$ cat config.mk
export PLATFORM = sky130hd
export DESIGN_NAME = spi_master
export DESIGN_NICKNAME = d
export VERILOG_FILES = /design/src/rtl/spi_master.sv
export SDC_FILE = /design/constraint.sdc
export NUM_CORES = 1
export LEC_CHECK = 0
export ABC_AREA = 1
export CORE_MARGIN = 4
export CORE_UTILIZATION = 54
export DETAILED_ROUTE_END_ITERATION = 10
export MAX_ROUTING_LAYER = met4
export PLACE_DENSITY_LB_ADDON = 0.3
export SYNTH_ARGS = -nofsm -noshare
export SYNTH_HDL_FRONTEND = slang
export SYNTH_SLANG_ARGS = --single-unit
export TNS_END_PERCENT = 5
$ cat constraint.sdc
create_clock -name CLK -period 1.6 [get_ports CLK]
set_input_delay 0.4 -clock CLK [delete_from_list [all_inputs] [get_ports CLK]]
set_output_delay 0.4 -clock CLK [all_outputs]
set_load 0.01 [all_outputs]
$ cat src/rtl/spi_master.sv
// Byte-oriented SPI mode-0 initiator (MSB first) with optional chip-select hold for bursts.
// All outputs registered; a byte takes 1+17*CLK_DIV cycles from start to rx_valid.
module spi_master #(
  parameter int CLK_DIV = 8,
  parameter int CNT_W   = 8
) (
  input  logic       CLK,
  input  logic       reset,
  input  logic [7:0] tx_byte,
  input  logic       start,
  input  logic       hold_cs,
  input  logic       cs_release,
  output logic       ready,
  output logic [7:0] rx_byte,
  output logic       rx_valid,
  output logic       spi_clk,
  output logic       mosi,
  output logic       cs_n,
  input  logic       miso
);

  typedef enum logic [2:0] {IDLE, SETUP, HIGH, LOW, GAP} state_t;

  localparam logic [CNT_W-1:0] LAST = CNT_W'(CLK_DIV - 1);

  state_t           state;
  logic [CNT_W-1:0] half_cnt;
  logic [3:0]       bit_cnt;
  logic [7:0]       tx_sr;
  logic [7:0]       rx_sr;
  logic             phase_end;

  assign phase_end = (half_cnt == LAST);

  always_ff @(posedge CLK) begin
    if (reset) begin
      state    <= IDLE;
      half_cnt <= '0;
      bit_cnt  <= '0;
      tx_sr    <= '0;
      rx_sr    <= '0;
      ready    <= 1'b1;
      rx_byte  <= '0;
      rx_valid <= 1'b0;
      spi_clk  <= 1'b0;
      mosi     <= 1'b0;
      cs_n     <= 1'b1;
    end else begin
      rx_valid <= 1'b0;
      case (state)
        IDLE: begin
          half_cnt <= '0;
          if (start) begin
            tx_sr   <= tx_byte;
            mosi    <= tx_byte[7];
            cs_n    <= 1'b0;
            ready   <= 1'b0;
            bit_cnt <= '0;
            state   <= SETUP;
          end else if (cs_release && !cs_n) begin
            cs_n  <= 1'b1;
            mosi  <= 1'b0;
            ready <= 1'b0;
            state <= GAP;
          end
        end
        SETUP: begin
          if (phase_end) begin
            half_cnt <= '0;
            spi_clk  <= 1'b1;
            state    <= HIGH;
          end else begin
            half_cnt <= half_cnt + 1'b1;
          end
        end
        HIGH: begin
          if (phase_end) begin
            half_cnt <= '0;
            spi_clk  <= 1'b0;
            rx_sr    <= {rx_sr[6:0], miso};
            bit_cnt  <= bit_cnt + 1'b1;
            // After the 8th sample mosi keeps bit 0 instead of shifting in a zero
            if (bit_cnt != 4'd7) begin
              tx_sr <= {tx_sr[6:0], 1'b0};
              mosi  <= tx_sr[6];
            end
            state <= LOW;
          end else begin
            half_cnt <= half_cnt + 1'b1;
          end
        end
        LOW: begin
          if (phase_end) begin
            half_cnt <= '0;
            if (bit_cnt == 4'd8) begin
              rx_byte  <= rx_sr;
              rx_valid <= 1'b1;
              if (hold_cs) begin
                ready <= 1'b1;
                state <= IDLE;
              end else begin
                cs_n  <= 1'b1;
                mosi  <= 1'b0;
                state <= GAP;
              end
            end else begin
              spi_clk <= 1'b1;
              state   <= HIGH;
            end
          end else begin
            half_cnt <= half_cnt + 1'b1;
          end
        end
        GAP: begin
          if (phase_end) begin
            half_cnt <= '0;
            ready    <= 1'b1;
            state    <= IDLE;
          end else begin
            half_cnt <= half_cnt + 1'b1;
          end
        end
        default: state <= IDLE;
      endcase
    end
  end

endmodule

; ---- After elaboration in Yosys (flattened, before gate mapping)
; Cells that the tools add are included.
[totals]
inputBits = 14
reg_bits = 43
[classes]
n_reduce_logical = 20
n_bitwise = 2
eq_ne = 18
muxes = 43
n_addsub = 2
[op_table]
columns = op, count
row1 = $mux 3, 8
row2 = $mux 1, 21
row3 = $mux 7, 3
row4 = $ne 2x2->1 const B, 10
row5 = $pmux 8 s2, 1
row6 = $pmux 3 s5, 1
row7 = $reduce_and 5->1, 3
row8 = $pmux 7 s2, 1
row9 = $pmux 1 s3, 3
row10 = $reduce_bool 3->1, 3
row11 = $add 8x1->8 const B, 1
row12 = $eq 8x3->1 const B, 1
row13 = $mux 4, 2
row14 = $mux 8, 1
row15 = $pmux 4 s2, 1
row16 = $reduce_and 7->1, 1
row17 = $eq 3x2->1 const B, 2
row18 = $reduce_and 3->1, 2
row19 = $reduce_and 6->1, 1
row20 = $reduce_bool 2->1, 3
row21 = $add 4x1->4 const B, 1
row22 = $eq 4x4->1 const B, 1
row23 = $ne 4x3->1 const B, 1
row24 = $reduce_and 4->1, 1
row25 = 11 further kinds, 12

; ---- Depth between registers and ports, before layout
; Gate-level depths: netlist of run 1.
[depth]
depth_word = 5
depth_mapped = 11
depth_no_buf = 11

; ---- Least setup slack after synthesis of run 1
; Ideal clock, no wire load.
[synth_timing]
kind = register -> register
startpoint = reg half_cnt[0]
endpoint = reg bit_cnt[3]
setup_slack_ns = 0.238
path_stages_with_launch = 9
synth_period_minus_slack_ns = 1.362
t_arrival_ns = 1.294
required_ns = 1.532
path_cell_list = dfxtp_1 ha_1 nand3_2 nor2_4 inv_2 nor2_4 buf_6 nand2_2 a21oi_2
[synth_via]
elab_chain_len = 3
[synth_rtl]
columns = item, line
row1 = start: declaration, 27  ; logic [CNT_W-1:0] half_cnt;
row2 = start signal: assignment, 73  ; half_cnt <= half_cnt + 1'b1;
row3 = start signal: assignment, 89  ; half_cnt <= half_cnt + 1'b1;
row4 = start signal: assignment, 111  ; half_cnt <= half_cnt + 1'b1;
row5 = $eq 8x3->1, 33  ; assign phase_end = (half_cnt == LAST);
row6 = $ne 2x2->1 (no line), n/a
row7 = $reduce_and 3->1 (no line), n/a
row8 = end signal: assignment, 81  ; bit_cnt <= bit_cnt + 1'b1;
row9 = end: declaration, 28  ; logic [3:0] bit_cnt;
; Every way passes these cells.
; A chain may end at the register's enable or synchronous reset.

; ---- Final worst setup path of run 1
[layout_timing]
startpoint = reg mosi
endpoint = out mosi
[layout_lines]
columns = item, line
row1 = start: declaration, 17  ; output logic mosi,
row2 = start signal: assignment, 55  ; mosi <= tx_byte[7];
row3 = start signal: assignment, 85  ; mosi <= tx_sr[6];
; No word-level cell between the ends.

==> results of run 1 <==
-- logic make-up after synthesis --
| logic type | after synthesis |
|---|---|
| buf+inv | 32 |
| simple gates | 160 |
| xor+xnor | 1 |
| fa+ha+maj | 3 |
| flops | 43 |
| compound gates | 53 |
-- power by group through the flow --
stage / Clock, W / Sequential, W / Combinational [W]
floorplan: 0 / 0.00134 / 0.000916
CTS: 0.00101 / 0.00133 / 0.00129
global placement: 0 / 0.00135 / 0.00125
detailed placement: 0 / 0.00135 / 0.00127
finish: 0.000995 / 0.00134 / 0.00129
global route: 0.00105 / 0.00136 / 0.00145
-- metal layers --
metal,global-route usage,vias to the layer above,wire length [um],part of all wire
met5,-,-,0,0
met4,0.06383,0,68,0.015
met3,0.04348,8,244,0.053
met2,0.3075,48,2196,0.47
met1,0.2576,896,2122,0.46
li1,-,1024,-,-
-- worst max-delay path by stage --
stage                     start    endpoint  cells after the start
floorplan           half_cnt[0]  bit_cnt[3]                      8
global placement     cs_release        mosi                     10
detailed placement   cs_release        mosi                     10
CTS                       ready       ready                      1
global route         bit_cnt[1]  rx_byte[0]                      9
finish                     mosi        mosi                      1
-- cells in the final DEF, fill, tap and decap left out, types with 2 or more instances in the layout --
| master | synthesis | routed |
|---|---|---|
| a211oi_1 | 2 | 2 |
| a21oi_1 | 19 | 19 |
| a21oi_2 | 2 | 2 |
| buf_4 | 0 | 11 |
| bufinv_16 | 0 | 2 |
| clkbuf_8 | 0 | 5 |
| clkdlybuf4s50_1 | 0 | 18 |
| dfxtp_1 | 43 | 41 |
| dlymetal6s2s_1 | 0 | 8 |
| ha_1 | 3 | 2 |
| inv_1 | 19 | 19 |
| inv_2 | 5 | 4 |
| inv_4 | 1 | 2 |
| nand2_1 | 60 | 59 |
| nand2_2 | 7 | 7 |
| nand2_4 | 3 | 4 |
| nand3_1 | 18 | 18 |
| nand3b_1 | 2 | 2 |
| nand4_1 | 2 | 2 |
| nor2_1 | 62 | 59 |
| nor2_2 | 0 | 3 |
| nor2_4 | 2 | 2 |
| o21ai_0 | 25 | 22 |
| o21ai_1 | 0 | 3 |
-- synth_stat cells --
| cell | count | share of area |
|---|---|---|
| nand3_1 | 18 | 0.044 |
| a21o_1 | 1 | 0.0036 |
| buf_2 | 1 | 0.0024 |
| a22oi_1 | 1 | 0.0036 |
| nand2_2 | 7 | 0.021 |
| o21ai_2 | 1 | 0.0042 |
| o211ai_1 | 1 | 0.0036 |
| inv_2 | 5 | 0.0091 |
| ha_1 | 3 | 0.018 |
| nor2_8 | 1 | 0.0097 |
| xnor2_1 | 1 | 0.0042 |
| nor3_1 | 1 | 0.0024 |
| o21ai_0 | 25 | 0.061 |
| inv_1 | 19 | 0.035 |
| dfxtp_1 | 43 | 0.42 |
| nand2_1 | 60 | 0.11 |
| nor2_4 | 2 | 0.011 |
| a21oi_1 | 19 | 0.046 |
| inv_6 | 1 | 0.0042 |
| inv_4 | 1 | 0.0030 |
| buf_6 | 2 | 0.011 |
| o21a_1 | 1 | 0.0036 |
| nand2_4 | 3 | 0.016 |
| nand3_2 | 2 | 0.0097 |
| nand4_1 | 2 | 0.0061 |
| nand3b_1 | 2 | 0.0073 |
| a21oi_2 | 2 | 0.0085 |
| a211oi_1 | 2 | 0.0073 |
| clkbuf_1 | 3 | 0.0055 |
| nor2_1 | 62 | 0.11 |
-- cell type report --
class / count / area share
repair buffers: 39 / 0.1491
multi-input cells: 217 / 0.4098
inverters: 26 / 0.04070
clock buffers: 6 / 0.02745
clock inverters: 2 / 0.02272
flip-flops and latches: 43 / 0.3275
well taps: 48 / 0.02272
-- through the flow --
step / worst slack, ps / power (W) / instances / cell area, um2 / setup TNS [ps]
3_3_place_gp: -62.88 / 0.002604 / 371 / 2440 / -81.80
2_1_floorplan: 238.3 / 0.002259 / 292 / 2063 / 0
6_report: 23.50 / 0.003626 / 381 / 2644 / 0
5_1_grt: -56.05 / 0.003861 / 381 / 2644 / -292.7
4_1_cts: 0.8880 / 0.003638 / 379 / 2576 / 0
3_5_place_dp: -73.79 / 0.002625 / 371 / 2440 / -247.2
-- timing repair --
action / in CTS / in global routing
setup buffers: 0 / 2
gates resized for setup: 3 / 20
endpoints found under the setup margin: 4 / 27
pin swaps: 0 / 3
-- sequential cells by signal, summed over array words and instances (netlist names) --
register,flops
spi_clk,1
ready,1
state,3
rx_sr,8
half_cnt,8
rx_valid,1
rx_byte,8
bit_cnt,4
mosi,1
cs_n,1
tx_sr,7
==> summary.txt, run 1 <==
Critical path
  • Worst path slowest cell: clkdlybuf4s50_1
  • CP Max Fanout: 2
  • Critical path class: flop to primary output
  • Critical Path Source Type: flop
  • Worst EP required: 1200 ps
  • FF-to-FF setup slack: 100 ps
  • Worst path bufs/invs: 1
  • Worst r2r path cells: 8
  • Crit. End Element: primary output
  • Crit path cell chain: clkdlybuf4s50_1
  • Worst Path Arrival: 1180 ps
  • Family with the most delay on the worst path: buffers and inverters
  • Crit Reg-Reg Startpoint: half_cnt[0]
  • Crit-path max cell delay: 540 ps
  • Reg-to-Reg End: bit_cnt[0]

Placed design
  • DP Wirelength: 3.103 mm
  • Final RePlAce weighted congestion: 0.8428
  • Port bufs: 26

Pwr
  • Internal power: 0.002343 W
  • Leakage: 1.237 nW
  • Logic pwr share: 0.356
  • Clock share of power: 0.275
  • Sw Ratio: 0.3538
  • Worst VDD drop: 0.0007990 V
  • Net Switching: 0.001283 W
  • Pwr Density: 1371 nW/um2
  • Flop pwr share: 0.369

Finish
  • # diodes: 0
  • P&R area growth vs syn: 28.14%
  • Nets@finish: 349
  • Final core occ: 0.7168
  • Area taken by multi-input logic gates: 1084 um2
  • Fillers: 316
  • Ratio of cells with drive above 1 in the final layout: 0.1562
  • Register Area: 865.8 um2

GRT
  • Largest net degree at the start of global routing: 22
  • Initial antenna violation count: 0
  • All-Layer GR Usage: 0.1985
  • Number of global-route vias before repair: 1813
  • First-pass GRT wire length: 7.831 mm
  • GR Overflow Total: 0

Clock tree
  • Hold buffers post-CTS: 0
  • Total CTS buffers: 5
  • Clock sink total: 43
  • CTS tree: done
  • Clock Path Buffers: 2
  • CTS root buffer: clkbuf_8
  • H-tree lvl count: 2
  • Clock transition at path regs: 80 ps
  • Clk_lat worst skew: 300 ps

Synth
  • Post-Synth Adder-Cell Area: 0.01819
  • Simple-Gate Fraction of Synth Area: 0.3493
  • #FFs+latches synth: 43
  • Mux cell area share after synthesis: 0
  • Yosys warns: 0
  • Post-synthesis cell area: 2063 um2
  • Number of distinct library cells after synthesis: 30
  • Largest family of logic cells by synthesized area: simple AND/OR/NAND/NOR gates
  • Avg Inst Size Synth: 7.066 um2
  • Post-synth net total: 309
  • Compound-cell area share of the yosys netlist: 0.1413
  • XOR/XNOR Fraction of Synth Area: 0.004245
  • Gate Count Post-Synth: 292
  • Register area share after synthesis: 0.4172

Routing
  • DR DRC count: 0
  • Post-Route WL: 4.632 mm
  • Via Count: 1976
  • Number of vias per cell: 5.186
  • Initial detailed-routing violation count: 120
  • Pre-antenna DRT Iters: 4
  • DRT antenna net count: 0
  • Routed wire per std cell: 12.16 um

Timing
  • Final worst path period need: 1576 ps
  • Endpoints failing setup: 0
  • Max Slew Vio Count: 0
  • Fin. Hold Viols: 0
  • Worst Tran Pin Value: 286.1 ps
  • Period utilization: 0.9853
  • Fmax: 634.3 MHz
  • Worst Hold Slack: 464.8 ps
  • Unrepaired setup endpoints after global routing: yes
  • Clk_skew: 6.459 ps
  • Slew HR: 0.8078

Floorplanning
  • Chip height: 69.81 um
  • Core footprint: 3689 um2
  • Die Span X: 69.81 um
  • Initial Util: 0.5594
  • IO Pins: 27
  • Die ar.: 4873 um2
  • Row count: 22

Min path
  • WHS Path Cells: 2
  • Hold Path Class: flop to flop
  • Hold EP: spi_clk
  • Worst Hold Launch: spi_clk

Status
  • Run status: complete, no violations

Run
  • Max_cap viols: 0
Note: power is estimated with default switching activity, not from simulation.
==> run 2, diff against run 1 <==
Settings changed: CORE_UTILIZATION 54 to 49, PLACE_DENSITY_LB_ADDON 0.3 to 0.05, TNS_END_PERCENT 5 to unset.
Clock period 1.6 ns to 1.3 ns, I/O delays scaled along.
==> run 2 against run 1 <==
  * The run now ends with negative setup slack left
  * Non-clock buffer count rose by 39
  * Cell count rose by 11%
  * Count of clock-buffer cells in the layout did not move
  * Combinational power rose by 70%
  * Wire length rose by 14%
==> summary.txt, run 2 (same netlist as run 1, synthesis figures left out) <==
Pwr
  • Pwr Density: 1474 nW/um2 (+7.5%)
  • Leakage: 1.423 nW (+15%)
  • Worst VDD drop: 0.0009033 V (+13%)

Finish
  • Top flop regs: half_cnt (8), rx_byte (8), rx_sr (8)
  • Nets@finish: 389 (+11%)
  • Ratio of cells with drive above 1 in the final layout: 0.3780 (+0.2219)
  • Commonest non-fill, non-tap cell in the layout: nand2_1
  • Fillers: 297 (-6.0%)
  • # diodes: 0 (unchanged)
  • Commonest non-fill, non-tap cells in the layout: nand2_1 (51), nor2_1 (49), buf_4 (41)
  • P&R area growth vs syn: 53.43%

Floorplanning
  • Chip height: 72.89 um (+4.4%)
  • Die ar.: 5313 um2 (+9.0%)
  • Die Span X: 72.89 um (+4.4%)
  • Row count: 23 (+4.5%)
  • IO Pins: 27 (unchanged)
  • Initial Util: 0.5121 (-0.04725)
  • Core footprint: 4029 um2 (+9.2%)

Routing
  • DRT antenna net count: 0 (unchanged)
  • Number of vias per cell: 5.064 (-2.4%)
  • WL met3: 179 um (-27%)
  • Pre-antenna DRT Iters: 4 (unchanged)
  • Highest routing layer actually used: met4
  • Met1 WL: 2.288 mm (+7.8%)
  • Routed wire per std cell: 12.46 um (+2.5%)
  • Via Count: 2142 (+8.4%)
  • DR DRC count: 0 (unchanged)
  • Met2 routed WL: 2.729 mm (+24%)
  • Initial detailed-routing violation count: 84 (-30%)
  • Post-Route WL: 5.271 mm (+14%)

Placed design
  • Port bufs: 26 (unchanged)
  • DP Wirelength: 3.469 mm (+12%)
  • Final RePlAce weighted congestion: 0.8709 (+3.3%)
  • Pre-CTS WS: -273.0 ps (-199.2 ps)

GRT
  • First-pass GRT wire length: 8.438 mm (+7.8%)
  • Initial antenna violation count: 0 (unchanged)
  • All-Layer GR Usage: 0.2089 (+0.01041)
  • GR Overflow Total: 0 (unchanged)
  • Largest net degree at the start of global routing: 26 (+18%)
  • Number of global-route vias before repair: 1957 (+7.9%)

Clock tree
  • Total CTS buffers: 5 (unchanged)
  • Clock transition at path regs: 80 ps (about the same)
  • Clk_lat worst skew: 300 ps (about the same)
  • Clock sink total: 43 (unchanged)
  • Hold buffers post-CTS: 0 (unchanged)
  • H-tree lvl count: 2 (unchanged)
  • CTS root buffer: clkbuf_8
  • Clock Path Buffers: 2 (unchanged)
  • CTS tree: done

Timing
  • Fin. Hold Viols: 0 (unchanged)
  • Fmax: 717.1 MHz
  • Worst Tran Pin Value: 218.8 ps (-67.34 ps)
  • Unrepaired setup endpoints after global routing: yes
  • Period utilization: 1.073
  • Max Slew Vio Count: 0 (unchanged)
  • Final worst path period need: 1394 ps
  • Clk_skew: 6.836 ps (+0.3769 ps)
  • Slew HR: 0.8532 (+0.04538)
  • Worst Hold Slack: 456.8 ps (-7.946 ps)
  • Endpoints failing setup: 34 (+34)
  • Final setup margin: -94.49 ps (-118.0 ps)
  • TNS Setup: -1578 ps (-1578 ps)

Critical path
  • CP Max Fanout: 5 (+3)
  • Worst path slowest cell: dfxtp_4
  • Crit Reg-Reg Startpoint: bit_cnt[0]
  • Crit path cell chain: buf_6 -> ha_4 -> nand2_2 -> nor2_2 -> nand2_2 -> buf_6 -> buf_4 -> nand3_1 -> a21oi_1
  • Worst Path Arrival: 1590 ps (+410 ps)
  • Worst Setup SP: bit_cnt[0]
  • Worst path bufs/invs: 3 (+2)
  • Worst EP required: 1490 ps (+290 ps)
  • Crit-path max cell delay: 380 ps (-160 ps)
  • Crit. End Element: flop
  • Family with the most delay on the worst path: flip-flops
  • Critical Path Source Type: flop
  • Critical path class: flop to flop

Min path
  • Hold Path Class: flop to flop
  • Worst Hold Launch: ready

Run
  • Max_cap viols: 0 (unchanged)

Status
  • Failing checks: negative setup slack
  • Run status: finished, violations left
==> run 2: path summary, 6_finish.rpt <==
check | to | slack [ps] | cells after the start
max | tx_sr[4] | -90 | 9
min | ready | 460 | 2
max reg2reg | tx_sr[4] | -90 | 9
min reg2reg | ready | 460 | 2
==> run 2: area by class of cell <==
type / count / area, um2 / area share
clock buffer: 6 / 72.57 / 0.02292
clock inverter: 2 / 12.51 / 0.003953
inverter: 26 / 117.6 / 0.03715
multi-input combinational: 218 / 1323 / 0.4178
sequential: 43 / 875.8 / 0.2767
tap: 50 / 62.56 / 0.01976
timing repair buffer: 78 / 701.9 / 0.2217
==> run 2: metal layers <==
layer,global-route usage,vias to the layer above
met2,0.3617,37
met3,0.04132,7
met4,0.06557,0
met1,0.2421,986
met5,-,-
li1,-,1112
==> run 2: metrics by stage <==
| stage | util | power, W | instance area (um2) | instances |
|---|---|---|---|---|
| after floorplan | - | 0.002801 | 2086 | 292 |
| after global placement | 0.6745 | 0.003541 | 2718 | 405 |
| after detailed placement | 0.6745 | 0.003576 | 2718 | 405 |
| after CTS | 0.7463 | 0.004483 | 3007 | 421 |
| after global routing | 0.7857 | 0.004994 | 3166 | 423 |
| final | 0.7857 | 0.004666 | 3166 | 423 |
==> run 2: worst reg2reg max path, delay by kind of cell, from the launching register on <==
kind,cells,cell delay (ps)
adder cells (fa/ha/maj),1,120
AND/OR/NAND/NOR,4,360
AO/OA/AOI/OAI,1,70
buffers and inverters,3,370
flip-flops,1,380
==> run 2: repair_timing <==
action,in CTS,in global routing
endpoints found under the setup margin,52,42
buffers inserted,7,3
pin swaps,22,20
resized for setup,75,43
cloned,1,0
==> run 2: report_power, final <==
group	total [W]	internal, W	switching, W
registers	0.00164	0.00151	0.000134
logic	0.00219	0.000964	0.00123
clock network	0.000835	0.000376	0.000460
==> run 3, diff against run 2 <==
Settings changed: GPL_ROUTABILITY_DRIVEN set to 0.
==> results of run 3 <==
Same layout as run 2: the final DEF is identical, and so are final timing and power.
